`config.mk`:
```
export PLATFORM = sky130hd
export DESIGN_NAME = match_reporter_flat
export DESIGN_NICKNAME = d
export VERILOG_FILES = /design/src/rtl/match_reporter_pkg.sv /design/src/rtl/match_reporter_if.sv /design/src/rtl/match_reporter_report_fifo.sv /design/src/rtl/match_reporter.sv /design/src/flat_wrapper.sv
export SDC_FILE = /design/constraint.sdc
export NUM_CORES = 1
export LEC_CHECK = 0
export CORE_MARGIN = 2
export CORE_UTILIZATION = 50
export DETAILED_ROUTE_END_ITERATION = 16
export PLACE_DENSITY = 0.74
export SLEW_MARGIN = 20
export SYNTH_ARGS = -nofsm -noshare
export SYNTH_HDL_FRONTEND = slang
export SYNTH_SLANG_ARGS = --single-unit
```
`constraint.sdc`:
```
create_clock -name clock -period 7.44 [get_ports clock]
set_input_delay 0.744 -clock clock [delete_from_list [all_inputs] [get_ports clock]]
set_output_delay 0.744 -clock clock [all_outputs]
set_load 0.05 [all_outputs]
```
`src/rtl/match_reporter_pkg.sv`:
```
`default_nettype none
// ============================================================================
// match_reporter_pkg : shared defaults and helpers for the match reporter
// Revision 1.0 - initial release
// ============================================================================
package match_reporter_pkg;

  localparam int DEFAULT_DEPTH        = 16;
  localparam int DEFAULT_OFFSET_WIDTH = 32;
  localparam int DEFAULT_COUNT_WIDTH  = 32;

  function automatic int log2(input int n);
    int r;
    r = 0;
    for (int i = 0; i < 31; i++) begin
      if ((1 << i) < n) r = i + 1;
    end
    return r;
  endfunction

  // Holds at all-ones of the given width instead of wrapping; width <= 64.
  function automatic logic [63:0] sat_inc(input logic [63:0] v, input int width);
    logic [63:0] max_v;
    max_v = (width >= 64) ? '1 : ((64'd1 << width) - 64'd1);
    return (v >= max_v) ? v : v + 64'd1;
  endfunction

endpackage
`default_nettype wire

```
`src/rtl/match_reporter_if.sv`:
```
`default_nettype none
// ============================================================================
// match_reporter_if : character/result input and report valid/ready channel
// Revision 1.0 - initial release
// ============================================================================
interface match_reporter_if
  import match_reporter_pkg::*;
#(
  parameter int OFFSET_WIDTH = DEFAULT_OFFSET_WIDTH
) ();

  logic                    charValid;
  logic                    result;
  logic                    reportReady;
  logic                    reportValid;
  logic [OFFSET_WIDTH-1:0] reportOffset;

  modport master (
    output charValid, result, reportReady,
    input  reportValid, reportOffset
  );

  modport slave (
    input  charValid, result, reportReady,
    output reportValid, reportOffset
  );

endinterface
`default_nettype wire

```
`src/rtl/match_reporter_report_fifo.sv`:
```
`default_nettype none
// ============================================================================
// report_fifo : generic synchronous circular-buffer FIFO, no bypass path
// Revision 1.0 - initial release
// ============================================================================
module report_fifo
  import match_reporter_pkg::*;
#(
  parameter int DEPTH = DEFAULT_DEPTH,
  parameter int WIDTH = DEFAULT_OFFSET_WIDTH
) (
  input  logic                   clock,
  input  logic                   reset,
  input  logic                   push_i,
  input  logic [WIDTH-1:0]       data_i,
  input  logic                   pop_i,
  output logic [WIDTH-1:0]       data_o,
  output logic                   full_o,
  output logic                   empty_o,
  output logic [log2(DEPTH):0]   count_o
);

  localparam int PW = log2(DEPTH);
  localparam int CW = PW + 1;

  logic [PW-1:0]    wr_ptr_q, wr_ptr_d;
  logic [PW-1:0]    rd_ptr_q, rd_ptr_d;
  logic [CW-1:0]    count_q, count_d;
  logic [WIDTH-1:0] mem_q [DEPTH];
  logic             w_push;
  logic             w_pop;

  assign empty_o = (count_q == '0);
  assign full_o  = (count_q == CW'(DEPTH));
  assign count_o = count_q;
  assign data_o  = empty_o ? '0 : mem_q[rd_ptr_q];

  // A full FIFO still accepts a push when the head leaves in the same cycle.
  assign w_pop  = pop_i && !empty_o;
  assign w_push = push_i && (!full_o || w_pop);

  always_comb begin
    wr_ptr_d = wr_ptr_q;
    rd_ptr_d = rd_ptr_q;
    count_d  = count_q;
    if (w_push) wr_ptr_d = wr_ptr_q + PW'(1);
    if (w_pop)  rd_ptr_d = rd_ptr_q + PW'(1);
    case ({w_push, w_pop})
      2'b10:   count_d = count_q + CW'(1);
      2'b01:   count_d = count_q - CW'(1);
      default: count_d = count_q;
    endcase
  end

  always_ff @(posedge clock) begin
    if (reset) begin
      wr_ptr_q <= '0;
      rd_ptr_q <= '0;
      count_q  <= '0;
    end else begin
      wr_ptr_q <= wr_ptr_d;
      rd_ptr_q <= rd_ptr_d;
      count_q  <= count_d;
    end
  end

  always_ff @(posedge clock) begin
    if (w_push) mem_q[wr_ptr_q] <= data_i;
  end

endmodule
`default_nettype wire

```
`src/rtl/match_reporter.sv`:
```
`default_nettype none
// ============================================================================
// match_reporter : queues stream offsets of automaton matches, keeps totals
// Revision 1.0 - initial release
// ============================================================================
module match_reporter
  import match_reporter_pkg::*;
#(
  parameter int DEPTH        = DEFAULT_DEPTH,
  parameter int OFFSET_WIDTH = DEFAULT_OFFSET_WIDTH,
  parameter int COUNT_WIDTH  = DEFAULT_COUNT_WIDTH
) (
  input  logic                   clock,
  input  logic                   reset,
  match_reporter_if.slave        bus,
  output logic [COUNT_WIDTH-1:0] matchCount,
  output logic [COUNT_WIDTH-1:0] dropCount,
  output logic                   overflow
);

  logic [OFFSET_WIDTH-1:0] offs_q, offs_d;
  logic [COUNT_WIDTH-1:0]  matchCount_q, matchCount_d;
  logic [COUNT_WIDTH-1:0]  dropCount_q, dropCount_d;
  logic                    overflow_q, overflow_d;

  logic                    w_hit;
  logic                    w_pop;
  logic                    w_drop;
  logic                    w_full;
  logic                    w_empty;
  logic [log2(DEPTH):0]    w_count_unused;

  assign w_hit  = bus.charValid && bus.result;
  assign w_pop  = !w_empty && bus.reportReady;
  assign w_drop = w_hit && w_full && !w_pop;

  always_comb begin
    offs_d       = offs_q;
    matchCount_d = matchCount_q;
    dropCount_d  = dropCount_q;
    overflow_d   = overflow_q;
    if (bus.charValid) offs_d = offs_q + OFFSET_WIDTH'(1);
    if (w_hit)  matchCount_d = COUNT_WIDTH'(sat_inc(64'(matchCount_q), COUNT_WIDTH));
    if (w_drop) begin
      dropCount_d = COUNT_WIDTH'(sat_inc(64'(dropCount_q), COUNT_WIDTH));
      overflow_d  = 1'b1;
    end
  end

  always_ff @(posedge clock) begin
    if (reset) begin
      offs_q       <= '0;
      matchCount_q <= '0;
      dropCount_q  <= '0;
      overflow_q   <= 1'b0;
    end else begin
      offs_q       <= offs_d;
      matchCount_q <= matchCount_d;
      dropCount_q  <= dropCount_d;
      overflow_q   <= overflow_d;
    end
  end

  // The recorded offset is the pre-increment value: the matching character's index.
  report_fifo #(
    .DEPTH (DEPTH),
    .WIDTH (OFFSET_WIDTH)
  ) u_fifo (
    .clock   (clock),
    .reset   (reset),
    .push_i  (w_hit),
    .data_i  (offs_q),
    .pop_i   (bus.reportReady),
    .data_o  (bus.reportOffset),
    .full_o  (w_full),
    .empty_o (w_empty),
    .count_o (w_count_unused)
  );

  assign bus.reportValid = !w_empty;
  assign matchCount      = matchCount_q;
  assign dropCount       = dropCount_q;
  assign overflow        = overflow_q;

endmodule
`default_nettype wire

```
`src/flat_wrapper.sv`:
```
// flat-port wrapper written by rule: the top's interface ports become plain ports
module match_reporter_flat import match_reporter_pkg::*;
#(
  parameter int DEPTH        = DEFAULT_DEPTH,
  parameter int OFFSET_WIDTH = DEFAULT_OFFSET_WIDTH,
  parameter int COUNT_WIDTH  = DEFAULT_COUNT_WIDTH
)
  (clock, reset, matchCount, dropCount, overflow, bus_charValid, bus_result, bus_reportReady, bus_reportValid, bus_reportOffset);
  match_reporter_if #(.OFFSET_WIDTH(OFFSET_WIDTH)) bus_i ();
  input  logic clock;
  input  logic reset;
  output logic [COUNT_WIDTH-1:0] matchCount;
  output logic [COUNT_WIDTH-1:0] dropCount;
  output logic overflow;
  input wire logic [$bits(bus_i.charValid)-1:0] bus_charValid;
  input wire logic [$bits(bus_i.result)-1:0] bus_result;
  input wire logic [$bits(bus_i.reportReady)-1:0] bus_reportReady;
  output wire logic [$bits(bus_i.reportValid)-1:0] bus_reportValid;
  output wire logic [$bits(bus_i.reportOffset)-1:0] bus_reportOffset;
  assign bus_i.charValid = bus_charValid;
  assign bus_i.result = bus_result;
  assign bus_i.reportReady = bus_reportReady;
  assign bus_reportValid = bus_i.reportValid;
  assign bus_reportOffset = bus_i.reportOffset;
  match_reporter #(.DEPTH(DEPTH), .OFFSET_WIDTH(OFFSET_WIDTH), .COUNT_WIDTH(COUNT_WIDTH)) u_core (.clock(clock), .reset(reset), .bus(bus_i), .matchCount(matchCount), .dropCount(dropCount), .overflow(overflow));
endmodule
```
Word level (Yosys, flattened, before mapping)
Memory sizes are Yosys's and may differ from the RTL's. A register that Yosys moved wholly into a read port is not among the register bits.
Cells that the tools add are included.
{ "word_totals": {"memories": 1, "ram_bits": 512, "input_bits": 5, "register_bits": 110} }
{ "classes": {"addsub": 7, "reduce_logical": 13, "mux": 6, "n_lt_le_gt_ge": 2, "n_bitwise": 2, "eq_ne": 3} }
{ "memory_table": {"columns": ["name", "depth", "word_bits", "read_ports", "rd_clocked_by_memory_dff", "write_ports", "line_no", "text"], "rows": [
  ["u_core.u_fifo.mem_q", 16, 32, 1, 1, 1, "match_reporter_report_fifo.sv:29", "logic [WIDTH-1:0] mem_q [DEPTH];"]
]} }
{ "ops": {"columns": ["op", "n"], "rows": [
  ["$add 32x1->32 const B", 3],
  ["$ge 32x32->1 const B", 2],
  ["$mux 32", 1],
  ["$pmux 5 s2", 1],
  ["$add 4x1->4 const B", 2],
  ["$mux 4", 2],
  ["$add 5x1->5 const B", 1],
  ["$eq 5x5->1 const B", 1],
  ["$logic_and 1x1->1", 5],
  ["$logic_not 5->1", 1],
  ["$sub 5x1->5 const B", 1],
  ["$reduce_and 2->1", 2],
  ["$logic_not 1->1", 3],
  ["$eq 2x1->1 const B", 1],
  ["$eq 2x2->1 const B", 1],
  ["$mux 1", 2],
  ["$not 1->1", 2],
  ["$reduce_bool 2->1", 1],
  ["$logic_or 1x1->1", 1]
]} }

Longest topological paths before layout
{ "logic_depth": {"ltp_word": 7, "depth_mapped": 12, "depth_no_buf": 10} }

Modules after synthesis
Synthesis repeated with hierarchy kept, for this count alone.
{ "hier_totals": {"cells_unflattened": 1468, "area_unflattened_um2": 25220.4} }
{ "modules_own_cells": {"columns": ["mod", "area_per_inst_um2", "seq_area_each_um2", "cells_each", "instances"], "rows": [
  ["report_fifo", 20500.9, 15715.1, 914, 1],
  ["match_reporter", 4719.5, 1941.9, 554, 1]
]} }

Worst setup path before layout
Ideal clock, no wire load.
{ "synth_timing": {"path_kind": "input to register", "from": "input bus_charValid", "to": "memory u_core.u_fifo.mem_q[7][0] (netlist bit), enable pin", "cell_stages": 7, "setup_slack_ns": 2.988, "arrival_time_ns": 3.991, "setup_ns": 0.461, "cell_sequence": "buf_2 -> and2_1 -> clkbuf_1 -> o21a_1 -> clkbuf_1 -> nand2_1 -> nor3_1"} }
{ "synth_between": {"elab_chain_len": 4} }
{ "synth_lines": {"columns": ["element", "line_no", "text"], "rows": [
  ["start, declared", "flat_wrapper.sv:15", "input wire logic [$bits(bus_i.charValid)-1:0] bus_charValid;"],
  ["$logic_and 1x1->1", "match_reporter.sv:33", "assign w_hit = bus.charValid && bus.result;"],
  ["$logic_and 1x1->1", "match_reporter_report_fifo.sv:40", "assign w_push = push_i && (!full_o || w_pop);"],
  ["$mux 1", "match_reporter_report_fifo.sv:68", "if (w_push) mem_q[wr_ptr_q] <= data_i;"],
  ["$mux 1 (not written as such)", "match_reporter_report_fifo.sv:68", null],
  ["end, declared", "match_reporter_report_fifo.sv:29", null]
]} }
No other way between the ends.

==> Implementation_results.wiki <==
{| class="wikitable"
! Metric !! Value
|-
| Post-CTS Setup Bufs || 0
|-
| Synth Register Bits || 626
|-
| Fraction of synthesized cell area taken by the top area cell type || 62.2%
|-
| Hold Fails Final Rpt || 0
|-
| Area added between synthesis and finish || 16.7%
|-
| Critical path start-end classification || reg -> out
|-
| Max Slew Vio Count || 0
|-
| Area taken by flip-flops and latches || 17,700 µm²
|-
| Transition time at the pin with the least slew margin || 0.974 ns
|-
| Post-synthesis sequential area ratio || 71.4%
|-
| Category of the worst setup path capture point || primary output
|-
| Yosys warnings || 0
|-
| Critical Path Slowest Stage Cell || sky130_fd_sc_hd__buf_4
|-
| Max rail drop VDD || 0.198 mV
|-
| Most used standard cell by instance count after synthesis || sky130_fd_sc_hd__edfxtp_1
|-
| Antenna violations before repair || 0
|-
| Clock insertion delay at the later pin of the skew report || 0.63 ns
|-
| Count of final setup violators || 0
|-
| Start of the worst register-to-register path || u_core.u_fifo.count_o[1]
|-
| Critical-path cell list || buf_4 -> mux4_2 -> mux4_2 -> and2_1 -> clkdlybuf4s50_1
|-
| Remaining max-slew budget at the tightest pin || 34.5%
|-
| Global Route Usage Sum || 20.5%
|-
| Max-cap violations || 0
|-
| Final weighted congestion of routability-driven global placement || 0.789
|-
| Library cell occupying the most area in the post-synthesis netlist || sky130_fd_sc_hd__edfxtp_1
|-
| Endpoint of the worst hold path || u_core.dropCount[16]
|-
| Setup skew after layout || 0.0262 ns
|-
| Cell area power density || 310 nW/µm²
|-
| Clock transition time at the flip-flop clock pins of the worst setup and hold paths || 0.06 ns
|-
| Core footprint || 48,800 µm²
|-
| CTS H-tree lvls || 2
|-
| Worst Path Required || 6.70 ns
|-
| Antenna diode count || 0
|-
| Root buffer selected by CTS || sky130_fd_sc_hd__clkbuf_16
|-
| Synthesized Nets || 1,395
|-
| Detailed-routing iteration count for the pre-antenna-repair pass || 5
|-
| Filler cell count in the final layout || 3,533
|-
| Total power of the final layout || 8.94 mW
|-
| CTS hold repair buffers || 0
|-
| Setup WS post-layout || 2.74 ns
|-
| Number of sinks driven by the clock tree || 626
|-
| Unrepaired setup endpoints after global routing || no
|-
| Vias in the first global route || 13,200
|-
| Status || complete, no violations
|-
| Synth Area per Inst || 17.9 µm²
|-
| Share of the clock period used by the worst path after layout || 63.1%
|-
| Cell types occupying the most area after synthesis || sky130_fd_sc_hd__edfxtp_1, sky130_fd_sc_hd__mux4_2, sky130_fd_sc_hd__dfxtp_1, sky130_fd_sc_hd__nor2_1, sky130_fd_sc_hd__xor2_1
|-
| Cells after synthesis || 1,380
|-
| Count of input and output buffers || 102
|-
| Register-to-register setup slack || 4.67 ns
|-
| Area enclosed by the die boundary || 51,300 µm²
|-
| Number of resized instances in the post-cts repair step || 0
|-
| Async set or reset register ratio after synthesis || 0%
|-
| Achievable clock frequency || 213 MHz
|-
| Die span in x || 226 µm
|-
| Remaining antenna violation count after routing || 0
|-
| Total clock buffers created by CTS || 60
|-
| Synth top cells by count || sky130_fd_sc_hd__edfxtp_1, sky130_fd_sc_hd__mux4_2, sky130_fd_sc_hd__dfxtp_1, sky130_fd_sc_hd__nor2_1, sky130_fd_sc_hd__and2_1
|-
| Setup crit start kind || flip-flop
|-
| Top FF cell, synth || sky130_fd_sc_hd__edfxtp_1
|-
| Final non-filler cell total || 2,223
|-
| Setup slack after placement || 2.90 ns
|-
| Vias || 13,000
|-
| End of the worst register-to-register path || u_core.u_fifo.mem_q[2][15]
|-
| Sum of negative setup slack || 0 ns
|-
| Global-route wire length before repair || 78,300 µm
|-
| Post-DR wirelength/cell || 23.2 µm
|-
| Number of library cell types mapped by synthesis || 53
|-
| Overflow after GRT || 0
|-
| Largest net degree at the start of global routing || 79
|-
| Detailed router's first-iteration violation count || 1,251
|-
| Worst-path maximum fanout || 60
|-
| Min Clock Period, post-route || 4.70 ns
|-
| Cell area after placement || 26,600 µm²
|-
| # rows || 81
|-
| Netlist Area Pre-Place || 24,700 µm²
|-
| Aggregate routed wire length || 51,600 µm
|-
| Kind of cell adding the most delay to the critical path || buffers and inverters
|-
| DR DRC count || 0
|-
| Vias per std cell || 5.86
|-
| Num ports || 103
|-
| FF-to-FF path depth || 5
|-
| Path class of the lowest-slack min-delay path || reg -> reg
|-
| Post-synth EDFFs || 512
|-
| Initial standard-cell utilization of the core || 50.6%
|-
| Min-delay src || u_core.dropCount[16]
|-
| Leak Pwr || 9.13 nW
|-
| Post-placement cell count || 2,108
|-
| Clock tree from TritonCTS || yes
|-
| Arrival time of the worst setup path || 3.95 ns
|-
| Worst path most repeated cell || sky130_fd_sc_hd__mux4_2
|-
| Buffers from clock root to sink, at most || 3
|-
| Highest cell delay on the worst timing path || 0.79 ns
|-
| Vertical die dimension || 226 µm
|-
| Worst hold path cell count || 2
|-
| Layout cells sized above 1 || 20.8%
|-
| Detailed placer's ending HPWL || 27,200 µm
|-
| Total non-filler cell area in the finished layout || 28,900 µm²
|-
| Area of combinational cells with multiple inputs || 6840 µm²
|-
| Buffers and inverters on the worst path || 2
|-
| Nets || 1,522
|}
placed cells by master, fill, tap and decap left out, types with 13 or more instances in the layout:
master	instances
sky130_fd_sc_hd__edfxtp_1	512
sky130_fd_sc_hd__mux4_2	160
sky130_fd_sc_hd__dfxtp_1	110
sky130_fd_sc_hd__nor2_1	102
sky130_fd_sc_hd__clkdlybuf4s50_1	101
sky130_fd_sc_hd__clkbuf_16	60
sky130_fd_sc_hd__xor2_1	45
sky130_fd_sc_hd__nand2_1	40
sky130_fd_sc_hd__and2_1	39
sky130_fd_sc_hd__nand3_1	38
sky130_fd_sc_hd__xnor2_1	34
sky130_fd_sc_hd__nand4_1	29
sky130_fd_sc_hd__o21ai_0	25
sky130_fd_sc_hd__buf_4	25
sky130_fd_sc_hd__a21oi_1	24
sky130_fd_sc_hd__or3_1	23
sky130_fd_sc_hd__nor3_1	18
sky130_fd_sc_hd__and3_1	16
sky130_fd_sc_hd__and4_1	15
sky130_fd_sc_hd__clkbuf_8	13
through the flow:
| step | util [%] | hold slack (ns) |
|---|---|---|
| after floorplan | - | 0.459 |
| after global placement | 54.4 | 0.473 |
| after detailed placement | 54.4 | 0.484 |
| after CTS | 59.0 | 0.474 |
| after global routing | 59.1 | 0.501 |
| final | 59.1 | 0.502 |
power by group:
group,switching [mW],internal [mW],leakage (nW)
sequential,0.0742,3.80,5.79
clock,1.31,2.03,1.09
combinational,1.06,0.667,2.25
tightest hold or removal path, cell delays in order, from the launching register on:
cell,delay [ns]
sky130_fd_sc_hd__dfxtp_1,0.33
sky130_fd_sc_hd__o21ai_0,0.07
sky130_fd_sc_hd__a21oi_1,0.06
layer usage:
metal,track usage [%],vias up,wire length (µm)
li1,-,5745,-
met1,27.3,6724,20800
met2,34.3,484,25700
met3,4.64,82,3980
met4,5.41,0,1160
met5,0,-,0
layout make-up:
cell class                 instances  area share (%)
clock buffer                      79            5.90
clock inverter                    35            1.82
inverter                          12           0.156
multi-input combinational        679            23.7
sequential                       626            61.2
tap                              664            2.88
timing repair buffer             128            4.32
registers in the layout, summed over array words and instances (netlist names), named ones only:
| name | cells |
|---|---|
| u_core.u_fifo.count_o | 5 |
| u_core.matchCount | 32 |
| u_core.offs_q | 32 |
| u_core.u_fifo.wr_ptr_q | 4 |
| u_core.overflow | 1 |
| u_core.u_fifo.rd_ptr_q | 4 |
| u_core.dropCount | 32 |
| u_core.u_fifo.mem_q | 512 |
worst max path at each step:
stage                   from                        end  slack [ns]  cells after the start
3_5_place_dp       flip-flop       bus_reportOffset[28]        2.90                      5
5_1_grt            flip-flop        bus_reportOffset[8]        2.61                      5
2_1_floorplan  bus_charValid  u_core.u_fifo.mem_q[7][0]        2.99                      7
6_report           flip-flop        bus_reportOffset[8]        2.74                      5
4_1_cts            flip-flop        bus_reportOffset[2]        2.22                      5
3_3_place_gp       flip-flop        bus_reportOffset[0]        2.94                      5
logic make-up (layout without fill, tap and decap cells):
logic type               Yosys count  in the layout  synth area share (%)
AND/OR/NAND/NOR                  359            359                  7.70
flip-flops                       626            626                  71.4
XOR/XNOR                          79             79                  2.80
AO/OA/AOI/OAI                     65             65                  1.54
adder cells (fa/ha/maj)           10             10                 0.506
buffers and inverters             75            254                  1.23
multiplexers                     166            166                  14.8
No activity file was read; power rests on OpenSTA's default activity.
==> variant 1 (config.mk and constraints unchanged) <==
One comparison of `count_q` changes from == to >=.
--- a/src/rtl/match_reporter_report_fifo.sv
+++ b/src/rtl/match_reporter_report_fifo.sv
@@ -31,7 +31,7 @@
   logic             w_pop;
 
   assign empty_o = (count_q == '0);
-  assign full_o  = (count_q == CW'(DEPTH));
+  assign full_o  = (count_q >= CW'(DEPTH));
   assign count_o = count_q;
   assign data_o  = empty_o ? '0 : mem_q[rd_ptr_q];
 
Formal check against the unedited RTL: same outputs for any inputs over 4 cycles, from zero or initial values and one cycle with reset high; that may be too few to reach the edited logic, so the function may still have changed.
==> variant 1 against the unedited design <==
- global-route usage increased by 0.98 points
- power shrank 8.6%
- worst hold slack lost 11 ps
- area after synthesis grew 0.82%
- wire length increased by 3.8%
- critical path depth unchanged
- sequential power hardly changed
- cell area shrank 0.28%
- setup slack worse by 250 ps
- sequential cell count unchanged
==> variant 1: results (changes against the unedited design) <==
Cell types with the largest area share after synthesis: sky130_fd_sc_hd__edfxtp_1 62%, sky130_fd_sc_hd__mux4_2 14%, sky130_fd_sc_hd__dfxtp_1 9.2% (was sky130_fd_sc_hd__edfxtp_1 62%, sky130_fd_sc_hd__mux4_2 15%, sky130_fd_sc_hd__dfxtp_1 9.2%). The reported leakage power was 8.46 nW (was 9.13 nW). The setup skew after layout is 15.3 ps (was 26.2 ps). The number of nets in the synthesized netlist came out at 1,434 (was 1,395).

The standard cell with the maximum stage delay on the critical path is sky130_fd_sc_hd__dfxtp_4 (was sky130_fd_sc_hd__buf_4). The final weighted congestion in routability-driven placement is 0.796 (was 0.789). The first-pass GRT wire length was 83,000 um (was 78,300 um).

The transition time at the pin with the least slew margin came out at 858 ps (was 974 ps). The endpoint of the lowest-slack register-to-register path is u_core.u_fifo.count_o[4]$_SDFFE_PP0P_ (was u_core.u_fifo.mem_q[2][15]$_DFFE_PP_). The post-synth design cell area is 0.0249 sq mm (was 0.0247 sq mm). Result of the run: finished, final reports clean (unchanged).

The total placed cells including tap cells is 2,140 (was 2,108). The count of filler cells inserted in the layout came out at 3,634 (was 3,533). The power consumed by sequential cells came out at 3.88 mW (was 3.87 mW). The final-stage net count came out at 1,554 (was 1,522). The multiplexer fraction of the synthesized cell area came out at 0.149 (was 0.148). Most used standard cells in the synthesized netlist: 512 x sky130_fd_sc_hd__edfxtp_1, 160 x sky130_fd_sc_hd__mux4_2, 114 x sky130_fd_sc_hd__dfxtp_1 (unchanged).

The number of cells in the finished layout apart from fillers is 2,253 (was 2,223). The routed length per placed instance is 23.8 um (was 23.2 um). The xor/xnor cell area share of the yosys netlist is 0.0151 (was 0.0280). The largest stage delay on the critical path came to 880 ps (was 790 ps). The number of global-route vias before repair is 13,800 (was 13,200). The peak supply drop is 0.235 mV (was 0.198 mV). The fraction of final layout cells sized beyond drive strength 1 came out at 0.194 (was 0.208). The post-synthesis average cell area was 17.6 sq um (was 17.9 sq um).

The initial antenna violation count is 1 (was 0). The fraction of the mapped netlist area in adder cells was 0.00552 (was 0.00506). The placed wire-length estimate came out at 29,600 um (was 27,200 um).
[variant 1: cell count changes after synthesis, moves of 9 or more]
cell,delta
sky130_fd_sc_hd__o21ai_0,+12
sky130_fd_sc_hd__and3_1,-9
sky130_fd_sc_hd__nor2_1,-28
sky130_fd_sc_hd__xnor2_1,-17
sky130_fd_sc_hd__or3_1,+16
sky130_fd_sc_hd__a21oi_1,+35
sky130_fd_sc_hd__o31ai_1,+18
sky130_fd_sc_hd__and2_1,-10
sky130_fd_sc_hd__xor2_1,-19
sky130_fd_sc_hd__nand2_1,+9
sky130_fd_sc_hd__nand3_1,-10
sky130_fd_sc_hd__or4_1,+19
sky130_fd_sc_hd__nor3_1,-11
[variant 1: worst min path at each step]
stage | from | end | slack, ps | cells after the start
2_1_floorplan | u_core.u_fifo.count_o[3]$_SDFFE_PP0P_ | u_core.u_fifo.count_o[3]$_SDFFE_PP0P_ | 480 | 2
3_3_place_gp | u_core.overflow$_SDFFE_PP0P_ | u_core.overflow$_SDFFE_PP0P_ | 460 | 2
3_5_place_dp | u_core.overflow$_SDFFE_PP0P_ | u_core.overflow$_SDFFE_PP0P_ | 470 | 2
4_1_cts | u_core.overflow$_SDFFE_PP0P_ | u_core.overflow$_SDFFE_PP0P_ | 490 | 2
5_1_grt | u_core.matchCount[21]$_SDFFE_PP0P_ | u_core.matchCount[21]$_SDFFE_PP0P_ | 540 | 2
6_report | u_core.overflow$_SDFFE_PP0P_ | u_core.overflow$_SDFFE_PP0P_ | 490 | 2
[variant 1: metal layers]
| layer | vias up | GRT usage | wire [um] |
|---|---|---|---|
| li1 | 5955 | - | - |
| met1 | 7009 | 0.300 | 22300 |
| met2 | 494 | 0.348 | 26200 |
| met3 | 86 | 0.0439 | 3820 |
| met4 | 0 | 0.0561 | 1230 |
| met5 | - | 0 | 0 |
[variant 1: per-stage QoR]
step | hold slack [ps] | util | area (sq um) | setup slack (ps)
CTS | 487 | 0.586 | 28800 | 2330
global route | 538 | 0.587 | 28800 | 2220
floorplan | 475 | - | 24900 | 3010
detailed placement | 467 | 0.547 | 26800 | 2990
finish | 491 | 0.587 | 28800 | 2490
global placement | 458 | 0.547 | 26800 | 3050
[variant 1: kinds of logic after synthesis]
logic type | Yosys count
adders and majority gates | 11
and+or+nand+nor | 348
AOI/OAI and AO/OA | 134
buffers and inverters | 85
muxes | 171
xor gates and xnor gates | 43
DFF | 626
[variant 1: cell type report]
type | instances | area [sq um] | share of cell area
flip-flops and latches | 626 | 17700 | 0.614
multi-input cells | 707 | 7050 | 0.245
clock buffers | 83 | 1660 | 0.0577
repair buffers | 128 | 1230 | 0.0428
well taps | 664 | 831 | 0.0289
clock inverters | 28 | 273 | 0.00948
inverters | 16 | 60.1 | 0.00209
diodes | 1 | 2.50 | 0.0000870
==> variant 2 (same settings) <==
Made on the original files. The package constant `DEFAULT_COUNT_WIDTH` goes from 32 to 64.
--- a/src/rtl/match_reporter_pkg.sv
+++ b/src/rtl/match_reporter_pkg.sv
@@ -7,7 +7,7 @@
 
   localparam int DEFAULT_DEPTH        = 16;
   localparam int DEFAULT_OFFSET_WIDTH = 32;
-  localparam int DEFAULT_COUNT_WIDTH  = 32;
+  localparam int DEFAULT_COUNT_WIDTH  = 64;
 
   function automatic int log2(input int n);
     int r;
Interface: changed (resized dropCount and matchCount); port bits go from 103 to 167. No check against the original RTL was run, so the function may have changed too.
==> variant 2 against the unedited design <==
- sequential cell count is 64 higher
- area after synthesis rose by 15%
- via count rose by 31%
- wire length up 26%
- cell area is 15% higher
- clock power rose by 4%
- setup slack got worse by 140 ps
- power grew 1.8%
- worst hold slack got worse by 9.6 ps
- sequential share of layout area decreased by 4.1 points
- synthesized cell count increased by 34%
- non-clock buffer count grew 63
- count of clock-buffer cells in the layout is 17 higher
- largest power group unchanged
==> variant 2: results (changes against the unedited design) <==
The worst min-delay path endpoint is u_core.overflow$_SDFFE_PP0P_ (was u_core.dropCount[16]$_SDFFE_PP0P_). The arrival time of the worst setup path came out at 4090 ps (was 3950 ps). The endpoint of the lowest-slack register-to-register path is u_core.dropCount[61]$_SDFFE_PP0P_ (was u_core.u_fifo.mem_q[2][15]$_DFFE_PP_). The multiplexer fraction of the synthesized cell area came out at 0.135 (was 0.148). The routed length on met1 came out at 26,000 um (was 20,800 um). The total vias in the final route came out at 17,100 (was 13,000). The final weighted congestion in routability-driven placement came out at 0.890 (was 0.789). The placed wire-length estimate is 37,100 um (was 27,200 um). The met1 track demand over resource in global routing was 0.298 (was 0.273). The complex-gate fraction of the synthesized area is 0.0361 (was 0.0154).

The largest stage delay on the critical path came out at 740 ps (was 790 ps). The area occupied by multi-input gates is 0.00906 sq mm (was 0.00684 sq mm). The insertion delay of the later-clocked pin in the worst-skew pair came to 610 ps (was 630 ps). The number of inverters outside the clock class in the layout was 24 (was 12).

The combinational power came out at 1.40 mW (was 1.72 mW). The power per cell area was 274 mW/mm^2 (was 310 mW/mm^2). The clock buffer instance count of the final layout is 96 (was 79). The total of buffers placed on input and output ports came to 166 (was 102). The topmost layer with routed signal wires is met5 (was met4).

The routed length on met3 came out at 5110 um (was 3980 um). The all-layer global routing usage is 0.223 (was 0.205). The met3 track demand over resource came to 0.0492 (was 0.0464). The per-cell via count in the routed design is 6.01 (was 5.86). The number of clock sinks is 690 (was 626).

Result of the run: finished, final reports clean (unchanged). The worst hold slack across all endpoints is 492 ps (was 502 ps). The number of DRC markers in iteration 0 came out at 1,748 (was 1,251).

The number of buffers outside the clock class in the layout is 191 (was 128). The transition time at the pin with the least slew margin was 1140 ps (was 974 ps). The cell count after synthesis is 1,854 (was 1,380). The area after detailed placement came out at 0.0309 sq mm (was 0.0266 sq mm). The area share of buffers outside the clock network came out at 0.0562 (was 0.0432).

The initial antenna violation count came to 1 (was 0). Cell types with the largest area share after synthesis: sky130_fd_sc_hd__edfxtp_1 54%, sky130_fd_sc_hd__mux4_2 13%, sky130_fd_sc_hd__dfxtp_1 13% (was sky130_fd_sc_hd__edfxtp_1 62%, sky130_fd_sc_hd__mux4_2 15%, sky130_fd_sc_hd__dfxtp_1 9.2%). The standard cell with the maximum stage delay on the critical path is sky130_fd_sc_hd__dfxtp_4 (was sky130_fd_sc_hd__buf_4).
## variant 2: changes by cell type in the layout (fill, tap and decap cells not counted), moves of 17 or more
cell | before | now
sky130_fd_sc_hd__dfxtp_1 | 110 | 174
sky130_fd_sc_hd__clkdlybuf4s50_1 | 101 | 165
sky130_fd_sc_hd__xor2_1 | 45 | 63
sky130_fd_sc_hd__or3_1 | 23 | 44
sky130_fd_sc_hd__nor2_1 | 102 | 151
sky130_fd_sc_hd__o21ai_0 | 25 | 51
sky130_fd_sc_hd__nor4_1 | 6 | 25
sky130_fd_sc_hd__nand2_1 | 40 | 77
sky130_fd_sc_hd__nand4_1 | 29 | 47
sky130_fd_sc_hd__o31ai_1 | 1 | 21
sky130_fd_sc_hd__or4_1 | 1 | 24
sky130_fd_sc_hd__o211ai_1 | 0 | 17
sky130_fd_sc_hd__nor3_1 | 18 | 40
sky130_fd_sc_hd__a21oi_1 | 24 | 61
